File: config.mk
export PLATFORM = sky130hd
export DESIGN_NAME = ram_port_arbiter_flat
export DESIGN_NICKNAME = d
export VERILOG_FILES = /design/src/rtl/ram_port_arbiter_if.sv /design/src/rtl/ram_port_arbiter.sv /design/src/flat_wrapper.sv
export SDC_FILE = /design/constraint.sdc
export NUM_CORES = 1
export LEC_CHECK = 0
export ABC_AREA = 1
export BUFFER_PORTS_ARGS = -buffer_cell sky130_fd_sc_hd__buf_2
export CAP_MARGIN = 20
export CORE_ASPECT_RATIO = 1.4
export CORE_MARGIN = 1.5
export CORE_UTILIZATION = 40
export CTS_CLUSTER_SIZE = 10
export DETAILED_ROUTE_END_ITERATION = 8
export PLACE_DENSITY = 0.69
export SLEW_MARGIN = 40
export SYNTH_ARGS = -nofsm -noshare
export SYNTH_HDL_FRONTEND = slang
export SYNTH_SLANG_ARGS = --single-unit
export TNS_END_PERCENT = 5
File: constraint.sdc
create_clock -name clka -period 3.5 [get_ports clka]
set_input_delay 0.35 -clock clka [delete_from_list [all_inputs] [get_ports clka]]
set_output_delay 0.35 -clock clka [all_outputs]
set_load 0.05 [all_outputs]
File: src/rtl/ram_port_arbiter_if.sv
// rtl/ram_port_arbiter_if.sv - requester and RAM signal bundle for the RAM port arbiter
interface ram_port_arbiter_if #(
    parameter int ADDR_W = 16,
    parameter int DATA_W = 16
);
    logic              f_req;
    logic [ADDR_W-1:0] f_addr;
    logic              f_ack;
    logic              m_req;
    logic              m_we;
    logic [ADDR_W-1:0] m_addr;
    logic [DATA_W-1:0] m_wdata;
    logic              m_ack;
    logic [DATA_W-1:0] rdata;
    logic              ram_en;
    logic              ram_we;
    logic [ADDR_W-1:0] ram_addr;
    logic [DATA_W-1:0] ram_wdata;
    logic [DATA_W-1:0] ram_rdata;
    logic              busy;

    // Arbiter side
    modport slave (
        input  f_req, f_addr, m_req, m_we, m_addr, m_wdata, ram_rdata,
        output f_ack, m_ack, rdata, ram_en, ram_we, ram_addr, ram_wdata, busy
    );

    // Core and RAM side
    modport master (
        output f_req, f_addr, m_req, m_we, m_addr, m_wdata, ram_rdata,
        input  f_ack, m_ack, rdata, ram_en, ram_we, ram_addr, ram_wdata, busy
    );
endinterface

File: src/rtl/ram_port_arbiter.sv
// rtl/ram_port_arbiter.sv - round-robin sharing of one single-port RAM between fetch and load/store
module ram_port_arbiter #(
    parameter int ADDR_W = 16,
    parameter int DATA_W = 16,
    parameter int RD_LAT = 1
) (
    input  logic              clka,
    input  logic              rst,
    ram_port_arbiter_if.slave bus
);
    typedef enum logic [1:0] {IDLE, ISSUE, WAIT, DONE} state_e;

    localparam logic GRANT_F = 1'b0;
    localparam logic GRANT_M = 1'b1;

    state_e            state_q, state_d;
    logic [1:0]        cnt_q, cnt_d;
    logic              last_grant_q, last_grant_d;
    logic              grant_q, grant_d;
    logic              we_q, we_d;
    logic              f_ack_q, f_ack_d;
    logic              m_ack_q, m_ack_d;
    logic              ram_en_q, ram_en_d;
    logic              ram_we_q, ram_we_d;
    logic [ADDR_W-1:0] ram_addr_q, ram_addr_d;
    logic [DATA_W-1:0] ram_wdata_q, ram_wdata_d;
    logic [DATA_W-1:0] rdata_q, rdata_d;
    logic              busy_q, busy_d;
    logic              pick_m;

    always_comb begin
        state_d      = state_q;
        cnt_d        = cnt_q;
        last_grant_d = last_grant_q;
        grant_d      = grant_q;
        we_d         = we_q;
        f_ack_d      = 1'b0;
        m_ack_d      = 1'b0;
        ram_en_d     = 1'b0;
        ram_we_d     = 1'b0;
        ram_addr_d   = ram_addr_q;
        ram_wdata_d  = ram_wdata_q;
        rdata_d      = rdata_q;
        pick_m       = 1'b0;
        unique case (state_q)
            IDLE: begin
                if (bus.f_req || bus.m_req) begin
                    // On contention the port that did not win last time goes next
                    pick_m       = bus.m_req && (!bus.f_req || last_grant_q == GRANT_F);
                    grant_d      = pick_m;
                    last_grant_d = pick_m;
                    we_d         = pick_m && bus.m_we;
                    ram_addr_d   = pick_m ? bus.m_addr : bus.f_addr;
                    if (pick_m) begin
                        ram_wdata_d = bus.m_wdata;
                    end
                    ram_en_d     = 1'b1;
                    ram_we_d     = pick_m && bus.m_we;
                    state_d      = ISSUE;
                end
            end
            ISSUE: begin
                if (we_q) begin
                    state_d = DONE;
                    f_ack_d = (grant_q == GRANT_F);
                    m_ack_d = (grant_q == GRANT_M);
                end else begin
                    state_d = WAIT;
                    cnt_d   = 2'(RD_LAT);
                end
            end
            WAIT: begin
                cnt_d = cnt_q - 2'd1;
                if (cnt_q == 2'd1) begin
                    rdata_d = bus.ram_rdata;
                    state_d = DONE;
                    f_ack_d = (grant_q == GRANT_F);
                    m_ack_d = (grant_q == GRANT_M);
                end
            end
            DONE: begin
                state_d = IDLE;
            end
            default: begin
                state_d = IDLE;
            end
        endcase
        busy_d = (state_d != IDLE);
    end

    always_ff @(posedge clka or negedge rst) begin
        if (!rst) begin
            state_q      <= IDLE;
            cnt_q        <= 2'd0;
            last_grant_q <= GRANT_M;
            grant_q      <= GRANT_F;
            we_q         <= 1'b0;
            f_ack_q      <= 1'b0;
            m_ack_q      <= 1'b0;
            ram_en_q     <= 1'b0;
            ram_we_q     <= 1'b0;
            ram_addr_q   <= '0;
            ram_wdata_q  <= '0;
            rdata_q      <= '0;
            busy_q       <= 1'b0;
        end else begin
            state_q      <= state_d;
            cnt_q        <= cnt_d;
            last_grant_q <= last_grant_d;
            grant_q      <= grant_d;
            we_q         <= we_d;
            f_ack_q      <= f_ack_d;
            m_ack_q      <= m_ack_d;
            ram_en_q     <= ram_en_d;
            ram_we_q     <= ram_we_d;
            ram_addr_q   <= ram_addr_d;
            ram_wdata_q  <= ram_wdata_d;
            rdata_q      <= rdata_d;
            busy_q       <= busy_d;
        end
    end

    assign bus.f_ack     = f_ack_q;
    assign bus.m_ack     = m_ack_q;
    assign bus.ram_en    = ram_en_q;
    assign bus.ram_we    = ram_we_q;
    assign bus.ram_addr  = ram_addr_q;
    assign bus.ram_wdata = ram_wdata_q;
    assign bus.rdata     = rdata_q;
    assign bus.busy      = busy_q;
endmodule

File: src/flat_wrapper.sv
// flat-port wrapper written by rule: the top's interface ports become plain ports
module ram_port_arbiter_flat 
#(
    parameter int ADDR_W = 16,
    parameter int DATA_W = 16,
    parameter int RD_LAT = 1
)
  (clka, rst, bus_f_req, bus_f_addr, bus_m_req, bus_m_we, bus_m_addr, bus_m_wdata, bus_ram_rdata, bus_f_ack, bus_m_ack, bus_rdata, bus_ram_en, bus_ram_we, bus_ram_addr, bus_ram_wdata, bus_busy);
  ram_port_arbiter_if #(.ADDR_W(ADDR_W), .DATA_W(DATA_W)) bus_i ();
  input  logic clka;
  input  logic rst;
  input wire logic [$bits(bus_i.f_req)-1:0] bus_f_req;
  input wire logic [$bits(bus_i.f_addr)-1:0] bus_f_addr;
  input wire logic [$bits(bus_i.m_req)-1:0] bus_m_req;
  input wire logic [$bits(bus_i.m_we)-1:0] bus_m_we;
  input wire logic [$bits(bus_i.m_addr)-1:0] bus_m_addr;
  input wire logic [$bits(bus_i.m_wdata)-1:0] bus_m_wdata;
  input wire logic [$bits(bus_i.ram_rdata)-1:0] bus_ram_rdata;
  output wire logic [$bits(bus_i.f_ack)-1:0] bus_f_ack;
  output wire logic [$bits(bus_i.m_ack)-1:0] bus_m_ack;
  output wire logic [$bits(bus_i.rdata)-1:0] bus_rdata;
  output wire logic [$bits(bus_i.ram_en)-1:0] bus_ram_en;
  output wire logic [$bits(bus_i.ram_we)-1:0] bus_ram_we;
  output wire logic [$bits(bus_i.ram_addr)-1:0] bus_ram_addr;
  output wire logic [$bits(bus_i.ram_wdata)-1:0] bus_ram_wdata;
  output wire logic [$bits(bus_i.busy)-1:0] bus_busy;
  assign bus_i.f_req = bus_f_req;
  assign bus_i.f_addr = bus_f_addr;
  assign bus_i.m_req = bus_m_req;
  assign bus_i.m_we = bus_m_we;
  assign bus_i.m_addr = bus_m_addr;
  assign bus_i.m_wdata = bus_m_wdata;
  assign bus_i.ram_rdata = bus_ram_rdata;
  assign bus_f_ack = bus_i.f_ack;
  assign bus_m_ack = bus_i.m_ack;
  assign bus_rdata = bus_i.rdata;
  assign bus_ram_en = bus_i.ram_en;
  assign bus_ram_we = bus_i.ram_we;
  assign bus_ram_addr = bus_i.ram_addr;
  assign bus_ram_wdata = bus_i.ram_wdata;
  assign bus_busy = bus_i.busy;
  ram_port_arbiter #(.ADDR_W(ADDR_W), .DATA_W(DATA_W), .RD_LAT(RD_LAT)) u_core (.clka(clka), .rst(rst), .bus(bus_i));
endmodule
---- Yosys cells after proc, flatten, opt, wreduce, memory -nomap -nowiden ----
Cells that the tools add are included.
storage, ports and cells
  input port bits ......................... 69
  bits in registers ....................... 60
  word-level logic and storage cells ...... 50
  output and inout bits ................... 53
cells by class
  eq/ne operators ......................... 5
  reduce and logical (&&, ||, !) cells .... 12
  add/subtract/negate cells ............... 1
  mux-type cells .......................... 17
  bitwise operators ....................... 2
operators with widths
  operator               count
  $mux W16               1
  $mux W1                9
  $pmux W2 S4            1
  $mux W2                3
  $reduce_and A2 Y1      3
  $eq A2 B1 Y1 const B   2
  $eq A2 B2 Y1 const B   2
  $pmux W1 S2            2
  $pmux W2 S2            1
  $reduce_bool A2 Y1     2
  $reduce_and A3 Y1      1
  $logic_and A1 B1 Y1    2
  $logic_not A2 Y1       1
  $logic_or A1 B1 Y1     2
  $ne A2 B2 Y1 const B   1
  $not A1 Y1             2
  $sub A2 B1 Y2 const B  1
  $logic_not A1 Y1       1

---- Depth between registers and ports, before layout ----
Gate-level depths: netlist of run 1.
  depth in word-level cells ............... 6
  mapped depth ............................ 7
  depth with buffers taken out ............ 6

---- Worst setup path after synthesis of run 1 ----
No wires, ideal clock.
  path type ............................... flip-flop to flip-flop
  start ................................... reg u_core.state_q[0]
  end ..................................... reg u_core.ram_addr_q[0] (netlist: u_core.bus.ram_addr[0])
  arrival time ............................ 1.243 ns
  period minus slack after synthesis ...... 1.309 ns
  cell stages (with the launch flop) ...... 8
  required time ........................... 3.434 ns
  setup slack ............................. 2.191 ns
  library setup time ...................... 0.066 ns
  path buffers ............................ 1
  path through ............................ dfrtp_1 > inv_1 > ha_1 > inv_2 > nor2_8 > buf_6 > nand3_1 > nand2_1
between the ends
  word-level cells in the longest chain between the ends .. 2
RTL lines
  element                      RTL line                 source
  start: declaration           ram_port_arbiter.sv:16   state_e state_q, state_d;
  start signal: assignment     ram_port_arbiter.sv:107  state_q <= state_d;
  $logic_not A2 Y1             ram_port_arbiter.sv:45   unique case (state_q)
  $reduce_and A2 Y1 (no line)  --
  end signal: assignment       ram_port_arbiter.sv:116  ram_addr_q <= ram_addr_d;
  end: declaration             ram_port_arbiter.sv:25   logic [ADDR_W-1:0] ram_addr_q, ram_addr_d;
No other way between the ends.
A chain may end at the register's enable or synchronous reset.

---- Worst setup path after layout of run 1 ----
  start ................................... reg u_core.state_q[0]
  end ..................................... reg u_core.f_ack_q (netlist: u_core.bus.f_ack)
between the ends
  word-level cells in the longest chain between the ends .. 2
  elaborated cells on any way between the ends .. 3
  those cells by class .................... eq/ne (2); mux (1)
RTL lines
  element                                              RTL line                 source
  $eq A2 B2 Y1 / $eq A2 B1 Y1 (equally long branches)  ram_port_arbiter.sv:45
  $pmux W1 S2 (*)                                      ram_port_arbiter.sv:45
  named net u_core.f_ack_d                             ram_port_arbiter.sv:21   logic f_ack_q, f_ack_d;
  end signal: assignment                               ram_port_arbiter.sv:112  f_ack_q <= f_ack_d;
  end: declaration                                     ram_port_arbiter.sv:21
Mark *: on every way through the listed nets, which the timed path passes. The rest lies on a longest branch.

==> results.ini, run 1 <==
[outcome]
outcome=finished with violations
violations=negative hold slack

[worst_setup_path]
r2r_slack_ns=1.38
crit_fanout=22
reg2reg_depth=6
slowest_stage=ha_1
crit_path_frequent_cell=nand2_1
r2r_start=u_core.state_q[0]$_DFF_PN0_
cpPeakStageDelay_ns=0.61
arrival_ns=2.39
r2r-end=u_core.bus.f_ack$_DFF_PN0_
crit_buf_inv=1
endpoint_kind=register
critical_path_required_ns=3.77
worstPathCellList=inv_1 -> ha_1 -> nand2_1 -> o21ai_0 -> nand2_1 -> nor2_1
setup.worst_path.start_class=register
critical-path-top-delay-family=simple AND/OR/NAND/NOR gates
worstSetupPathType=register to register

[clock_network]
clk_path_buf_depth=2
clk_latency_ns=0.33
cts_hold_buffers=0
cts_tree=done
h-tree-depth=3
cts.sinks=60
cts-root-buf=clkbuf_8
post_cts_buffers=0
cts_resized=0
cts_buffers=9
clkTransAtPathRegs_ns=0.07

[power_and_ir_drop]
power.leakage_nw=2.16
power_switching_mw=2.11
power_density_mw_per_mm2=1090
power_frac_seq_pct=30.7
sw_frac_of_total_pct=53.8
pwr-share-clk_pct=14.1
peakVddDrop_mv=0.482
combPwrFrac_pct=55.3
finalPower_mw=3.92
power.internal_mw=1.81

[route]
viasPerCell=4.61
drt_iter0_drc=117
routed_wl_mm=6.38
routed_wire_length_per_instance_um=11.7
vias=2501
drtPass1Iterations=6
route.detailed.drc=0
ant_nets=0

[synth]
ys_warn_count=0
netlist_area_mm2=0.00280
syn_area_per_cell_um2=8.57
synth_nets=401
synthDistinctLibCells=21
synth-seq-cells=60
seq_area_frac_synth_pct=53.6
synthCells=327

[timing]
hold_viol_final=4
tightest_slew_ns=0.680
slew-limit-headroom_pct=54.7
tns_ns=0
holdWs_ns=-0.00626
max_clock_freq_ghz=0.471
setup-violations-final=0
finalMaxSlewViolations=0
grt_setup_unrepaired=no
timing.final.crit_share_pct=60.7
min_period_ns=2.12
final.setup_skew_ns=0.00957

[cells_and_area]
drive_above_1_share_pct=34.4
regArea_mm2=0.00150
layout_common_cells=buf_2 (121), nand2_1 (108), dfrtp_1 (59)
nFillCells=650
diodes=0
final_common_cell=buf_2
multi_input_area_um2=971
area_growth_pct=28.3
final_nets=520

[die]
ios=122
core_area_mm2=0.00670
die_area_mm2=0.00752
die_y_um=102
die_w_um=73.7
start_util_pct=41.8
row_count=35

[global_route]
grt_max_degree=37
antenna_found_initial=0
grt_overflow=0
grt_usage_pct=17.5
grt_pass1_wl_mm=10.2
grt_pass1_vias=2407

[job]
maxCapViolations=0

[worst_hold_path]
hp-class=primary input to async pin

[place]
io_buffers=121
place_congestion=0.805
dp_hpwl_mm=4.62

cell type report:
class	count	share of cell area (%)
clock buffers	11	3.93
clock inverters	5	1.04
inverters	57	5.95
multi-input cells	196	27.0
flip-flops and latches	60	41.8
well taps	92	3.20
repair buffers	122	17.1
logic make-up (layout without fill, tap and decap cells):
| logic type | after synthesis | after routing | share of synthesized area [%] |
|---|---|---|---|
| simple gates | 167 | 167 | 26.4 |
| buf+inv | 71 | 195 | 11.7 |
| flops | 60 | 60 | 53.6 |
| compound gates | 24 | 24 | 6.03 |
| fa+ha+maj | 5 | 5 | 2.23 |
power by group through the flow:
stage	clock network (mW)	registers [mW]	logic, mW
2_1_floorplan	0	2.21	0.717
5_1_grt	0.599	1.24	2.35
3_5_place_dp	0	1.21	2.19
6_report	0.552	1.20	2.17
3_3_place_gp	0	1.20	2.15
4_1_cts	0.573	1.20	2.19
worst max path at each step:
| stage | startpoint | end | slack (ns) | cells after the start |
|---|---|---|---|---|
| floorplan | u_core.state_q[0]$_DFF_PN0_ | u_core.bus.ram_addr[0]$_DFFE_PN0P_ | 2.19 | 7 |
| global placement | u_core.state_q[0]$_DFF_PN0_ | u_core.bus.m_ack$_DFF_PN0_ | 1.46 | 6 |
| detailed placement | u_core.state_q[0]$_DFF_PN0_ | u_core.bus.m_ack$_DFF_PN0_ | 1.34 | 6 |
| CTS | u_core.state_q[0]$_DFF_PN0_ | u_core.bus.f_ack$_DFF_PN0_ | 1.36 | 6 |
| global route | u_core.state_q[0]$_DFF_PN0_ | u_core.bus.f_ack$_DFF_PN0_ | 1.14 | 6 |
| finish | u_core.state_q[0]$_DFF_PN0_ | u_core.bus.f_ack$_DFF_PN0_ | 1.38 | 6 |
registers in the layout (all words and copies together) (netlist names), 2 cells and up:
name / cells
u_core.bus.ram_addr: 16
u_core.state_q: 2
u_core.cnt_q: 2
u_core.bus.rdata: 16
u_core.bus.ram_wdata: 16
worst reg2reg max path, delay by kind of cell (launching register included):
family	cells	cell delay [ns]
and+or+nand+nor	3	0.74
adders and majority gates	1	0.61
DFF	1	0.40
AOI/OAI and AO/OA	1	0.21
buffers and inverters	1	0.11
per-layer routing:
layer	GRT usage [%]	share of wire, %
met1	19.4	41
met2	30.0	51
met3	4.34	5.4
met4	10.3	2.4
met5	0	0
synthesized netlist by cell type, drive strengths merged:
| library cell | number | area share, % |
|---|---|---|
| nand4 | 1 | 0.22 |
| nand2 | 110 | 15 |
| nand3 | 51 | 9.6 |
| dfstp | 1 | 0.94 |
| clkbuf | 3 | 0.40 |
| o21ai | 24 | 6.0 |
| dfrtp | 59 | 53 |
| ha | 5 | 2.2 |
| buf | 11 | 3.7 |
| nor2 | 5 | 1.3 |
| inv | 57 | 7.6 |
through the flow:
stage	setup WS (ns)	instance area [um2]	std cells	hold slack (ns)	util (%)
after floorplan	2.19	2800	327	0.0544	-
after global placement	1.46	3420	527	0.380	51.0
after detailed placement	1.34	3420	527	0.375	51.0
after CTS	1.36	3590	543	0.00372	53.7
after global routing	1.14	3590	543	0.0330	53.7
final	1.38	3590	543	-0.00626	53.7
No activity file was read; power rests on OpenSTA's default activity.
==> inputs of run 2 (changes only) <==
- ABC_AREA: 1 -> 0
- PLACE_DENSITY: 0.69 -> 0.74
- clock period: 3.5 -> 1.9 ns (I/O delays scaled with it)
==> results.ini, run 2 <==
[clock_network]
cts_buffers=9
cts.sinks=60
clkTransAtPathRegs_ns=0.07
cts_hold_buffers=1
clk_latency_ns=0.33
h-tree-depth=3
clk_path_buf_depth=2
cts-root-buf=clkbuf_8
post_cts_buffers=0
cts_tree=done
cts_resized=0

[place]
dp_cells=386
place_congestion=0.806
io_buffers=121
dp_hpwl_mm=3.93

[cells_and_area]
final_nets=402
diodes=0
area_growth_pct=37.8
final_common_cell=buf_2
drive_above_1_share_pct=54.1
layout.cells.non_filler=403
layout_common_cells=buf_2 (121), dfrtp_1 (59), a21oi_1 (34)

[worst_setup_path]
endpoint_kind=register
crit_buf_inv=0
critical_path_required_ns=2.12
worstSetupPathType=register to register
arrival_ns=1.80
slowest_stage=a21boi_4
setup.worst_path.start_class=register
critical-path-top-delay-family=compound AO/OA/AOI/OAI gates
worstPathCellList=a21boi_4 -> nand2_4 -> mux2_4
cpPeakStageDelay_ns=0.43
crit_fanout=18

[route]
vias=1904
viasPerCell=4.72
routed_wl_mm=5.17
drt_iter0_drc=80
routed_wire_length_per_instance_um=12.8
route.detailed.drc=0
drtPass1Iterations=4
ant_nets=0

[timing]
finalMaxSlewViolations=0
tns_ns=0
setup-violations-final=0
timing.final.crit_share_pct=83.4
slew-limit-headroom_pct=67.2
final.setup_skew_ns=0.00738
hold_viol_final=0
grt_setup_unrepaired=no
min_period_ns=1.58
max_clock_freq_ghz=0.631
tightest_slew_ns=0.490

[die]
ios=122
start_util_pct=41.6
die_y_um=95.8
die_area_mm2=0.00663
core_area_mm2=0.00590
die_w_um=69.3
row_count=33

[global_route]
grt_max_degree=31
grt_pass1_vias=1884
grt_overflow=0
grt_usage_pct=16.2
antenna_found_initial=0
grt_pass1_wl_mm=8.31

[synth]
seq_area_frac_synth_pct=61.1
yosysTopAreaCellShare_pct=60.1
ys_top_cells_by_count=dfrtp_1 (59), a21oi_1 (34), mux2_2 (25), nand2_1 (21), nor2_1 (18)
synth_nets=272
async_reset_ff_share_pct=100
ys_warn_count=0
synth.most_common_cell=dfrtp_1
synthCells=198
yosys-top-cells-area=dfrtp_1 (60%), mux2_2 (11%), a21oi_1 (6.9%), mux2_4 (4.9%), nand2_1 (3.2%)
netlist_area_mm2=0.00246
synthDistinctLibCells=26
synth_edf_count=0
syn_area_per_cell_um2=12.4
ys.flop_type=dfrtp_1
synth-seq-cells=60
yosys.area.top_type=dfrtp_1

[outcome]
outcome=completed

[job]
maxCapViolations=0

[worst_hold_path]
hp-class=primary input to register

## run 2: changes by cell type after synthesis, moves of 8 or more
cell,previous run,this run
o21ai_2,10,1
nand2_1,108,21
mux2_2,0,25
inv_1,56,5
nor2_1,3,18
mux2_4,0,8
nand3_1,50,0
o21ai_1,8,0
a21oi_1,0,34
## run 2: layout make-up
cell class / count / area [um2]
multi-input cells: 125 / 895
well taps: 70 / 87.6
repair buffers: 126 / 658
clock inverters: 7 / 98.8
fillers: 519 / 2520
inverters: 6 / 22.5
flip-flops and latches: 60 / 1500
clock buffers: 9 / 124
## run 2: metrics by stage
step	setup WS (ns)	area [um2]	hold WS (ns)	utilization, %
after floorplan	0.252	2460	-0.106	-
after global placement	0.339	3160	0.139	53.4
after detailed placement	0.297	3160	0.137	53.4
after CTS	0.287	3390	0.0696	57.4
after global routing	0.183	3390	0.0651	57.4
final	0.316	3390	0.0857	57.4
## run 2: layer usage
layer / wire [um] / vias to the layer above / global-route usage (%)
li1: - / 936 / -
met2: 2600 / 82 / 28.2
met4: 135 / 0 / 10.5
met5: 0 / - / 0
met1: 2130 / 874 / 18.1
met3: 305 / 12 / 3.46
## run 2: kinds of logic after synthesis
family | count (synthesis) | synth area share (%)
AOI/OAI and AO/OA | 43 | 10.1
adders and majority gates | 5 | 2.54
buffers and inverters | 13 | 2.49
DFF | 60 | 61.1
muxes | 33 | 16.3
and+or+nand+nor | 44 | 7.38
## run 2: tightest hold or removal path, cell delays in order
cell and delay [ns]:
buf_2 0.10, nand2_1 0.04, a21oi_1 0.05
## run 2: final timing paths
kind | from | end | slack, ns | depth (start not counted)
setup / recovery | u_core.last_grant_q$_DFFE_PN1P_ | u_core.bus.ram_wdata[12]$_DFFE_PN0P_ | 0.32 | 3
hold / removal | bus_f_addr[7] | u_core.bus.ram_addr[7]$_DFFE_PN0P_ | 0.09 | 3
setup reg to reg | u_core.last_grant_q$_DFFE_PN1P_ | u_core.bus.ram_wdata[12]$_DFFE_PN0P_ | 0.32 | 3
hold reg to reg | u_core.grant_q$_DFFE_PN0P_ | u_core.bus.f_ack$_DFF_PN0_ | 0.44 | 1
max in group asynchronous | rst | u_core.bus.ram_wdata[3]$_DFFE_PN0P_ | 1.04 | 3
min in group asynchronous | rst | u_core.bus.ram_addr[11]$_DFFE_PN0P_ | 0.31 | 2
Power of run 2 is left out: the tool's default activity adds up to more than one toggle a clock period on the data nets, which glitch-free logic cannot reach.
==> inputs of run 3 (changes only) <==
- ABC_AREA: 0 -> 1
- PLACE_DENSITY: 0.74 -> 0.72
- clock period: 1.9 -> 1.4 ns (I/O delays scaled with it)
==> results.ini, run 3 (synthesis results as in run 1) <==
[cells_and_area]
multi_input_area_um2=985
nFillCells=612
diodes=0
layout_common_cells=buf_2 (121), nand2_1 (108), dfrtp_1 (59)
area_growth_pct=33.7
final_nets=531
final_common_cell=buf_2
regArea_mm2=0.00150
final_core_util_pct=55.9
drive_above_1_share_pct=36.4
layout.cells.non_filler=554
final_area_mm2=0.00375

[global_route]
grt_pass1_wl_mm=10.0
grt_max_degree=34
antenna_found_initial=0
grt_usage_pct=17.5
grt_overflow=0
grt_pass1_vias=2381

[power_and_ir_drop]
power_frac_seq_pct=29.5
power_density_mw_per_mm2=2720
combPwrFrac_pct=55.4
power.internal_mw=4.82
peakVddDrop_mv=1.52
power.leakage_nw=2.22
sw_frac_of_total_pct=52.7
pwr-share-clk_pct=15.1
power_switching_mw=5.38
finalPower_mw=10.2

[place]
dpl_cell_area_mm2=0.00352
place_congestion=0.821
io_buffers=121
dp_hpwl_mm=4.71
dp_cells=536
dp_slack_ns=0.0228

[timing]
final.setup_skew_ns=0.00907
hold_viol_final=0
max_clock_freq_ghz=0.757
holdWs_ns=0.0275
grt_setup_unrepaired=yes
setup-violations-final=0
slew-limit-headroom_pct=71.0
tns_ns=0
timing.final.crit_share_pct=94.4
fin_ws_ns=0.0787
tightest_slew_ns=0.435
finalMaxSlewViolations=0
min_period_ns=1.32

[worst_setup_path]
critical_path_required_ns=1.68
worstSetupPathType=register to register
critical-path-top-delay-family=simple AND/OR/NAND/NOR gates
crit_buf_inv=2
slowest_stage=dfrtp_1
reg2reg_depth=6
cp_num_cells=6
setup.worst_path.start_class=register
arrival_ns=1.60
crit_fanout=18
worstPathCellList=inv_1 -> ha_2 -> inv_2 -> nor2_8 -> nand3_1 -> nand2_1
endpoint_kind=register
cpPeakStageDelay_ns=0.40

[outcome]
outcome=completed

[clock_network]
clk_latency_ns=0.34
cts.sinks=60
post_cts_buffers=0
cts_buffers=9
h-tree-depth=3
cts-root-buf=clkbuf_8
clkTransAtPathRegs_ns=0.07
cts_tree=done
clk_path_buf_depth=2

[route]
route.detailed.drc=0
ant_nets=0
vias=2512
routed_wire_length_per_instance_um=11.5
drtPass1Iterations=4
drt_iter0_drc=119
routed_wl_mm=6.38
viasPerCell=4.53

[die]
die_w_um=73.7
row_count=35
core_area_mm2=0.00670
die_y_um=102
die_area_mm2=0.00752
start_util_pct=41.8
ios=122

[worst_hold_path]
hp-class=primary input to register
min_path_cells=3

[job]
maxCapViolations=0

==> run 3: changes by cell type in the layout (fill, tap and decap cells not counted), sizes merged, moves of 2 or more <==
cell,delta
and3,-2
inv,+50
mux2,-33
clkinvlp,+3
nand2,+88
a21oi,-34
o21ai,+22
nor2,-13
buf,+6
nand3,+51
==> run 3: metal layers <==
layer,share of wire (%),wire length (um),global-route usage [%]
met1,40,2530,19.2
met2,53,3350,30.7
met3,5.1,325,3.55
met4,2.7,174,10.5
met5,0,0,0
==> run 3: power groups by stage <==
stage               clock, mW  combinational [mW]  sequential, mW
global placement            0                5.56            3.02
CTS                      1.57                5.67            3.01
floorplan                   0                1.79            5.53
global route             1.66                6.09            3.11
detailed placement          0                5.67            3.03
finish                   1.54                5.64            3.01
==> run 3: worst paths after layout <==
check | slack (ns) | endpoint | start
setup / recovery | 0.08 | u_core.bus.ram_addr[1]$_DFFE_PN0P_ | u_core.state_q[0]$_DFF_PN0_
hold / removal | 0.03 | u_core.bus.ram_wdata[9]$_DFFE_PN0P_ | bus_m_wdata[9]
setup reg to reg | 0.08 | u_core.bus.ram_addr[1]$_DFFE_PN0P_ | u_core.state_q[0]$_DFF_PN0_
max in group asynchronous | 0.62 | u_core.bus.ram_wdata[3]$_DFFE_PN0P_ | rst
min in group asynchronous | 0.26 | u_core.bus.ram_addr[14]$_DFFE_PN0P_ | rst
hold reg to reg | 0.43 | u_core.bus.f_ack$_DFF_PN0_ | u_core.grant_q$_DFFE_PN0P_
==> run 3: final cells by class <==
type / instances / share of cell area, %
sequential: 60 / 40.1
multi-input combinational: 197 / 26.3
timing repair buffer: 132 / 19.4
inverter: 57 / 5.71
clock buffer: 9 / 3.31
tap: 92 / 3.07
clock inverter: 7 / 2.07
==> run 3: worst min-delay path, delay by kind of cell <==
kind	cells	cell delay [ns]
AOI/OAI and AO/OA	1	0.05
buffers and inverters	2	0.14
==> run 3: repair_timing <==
action	in CTS	in global routing
endpoints found under the setup margin	0	28
hold endpoints to repair	13	0
hold buffers	1	0
gates resized for setup	0	2
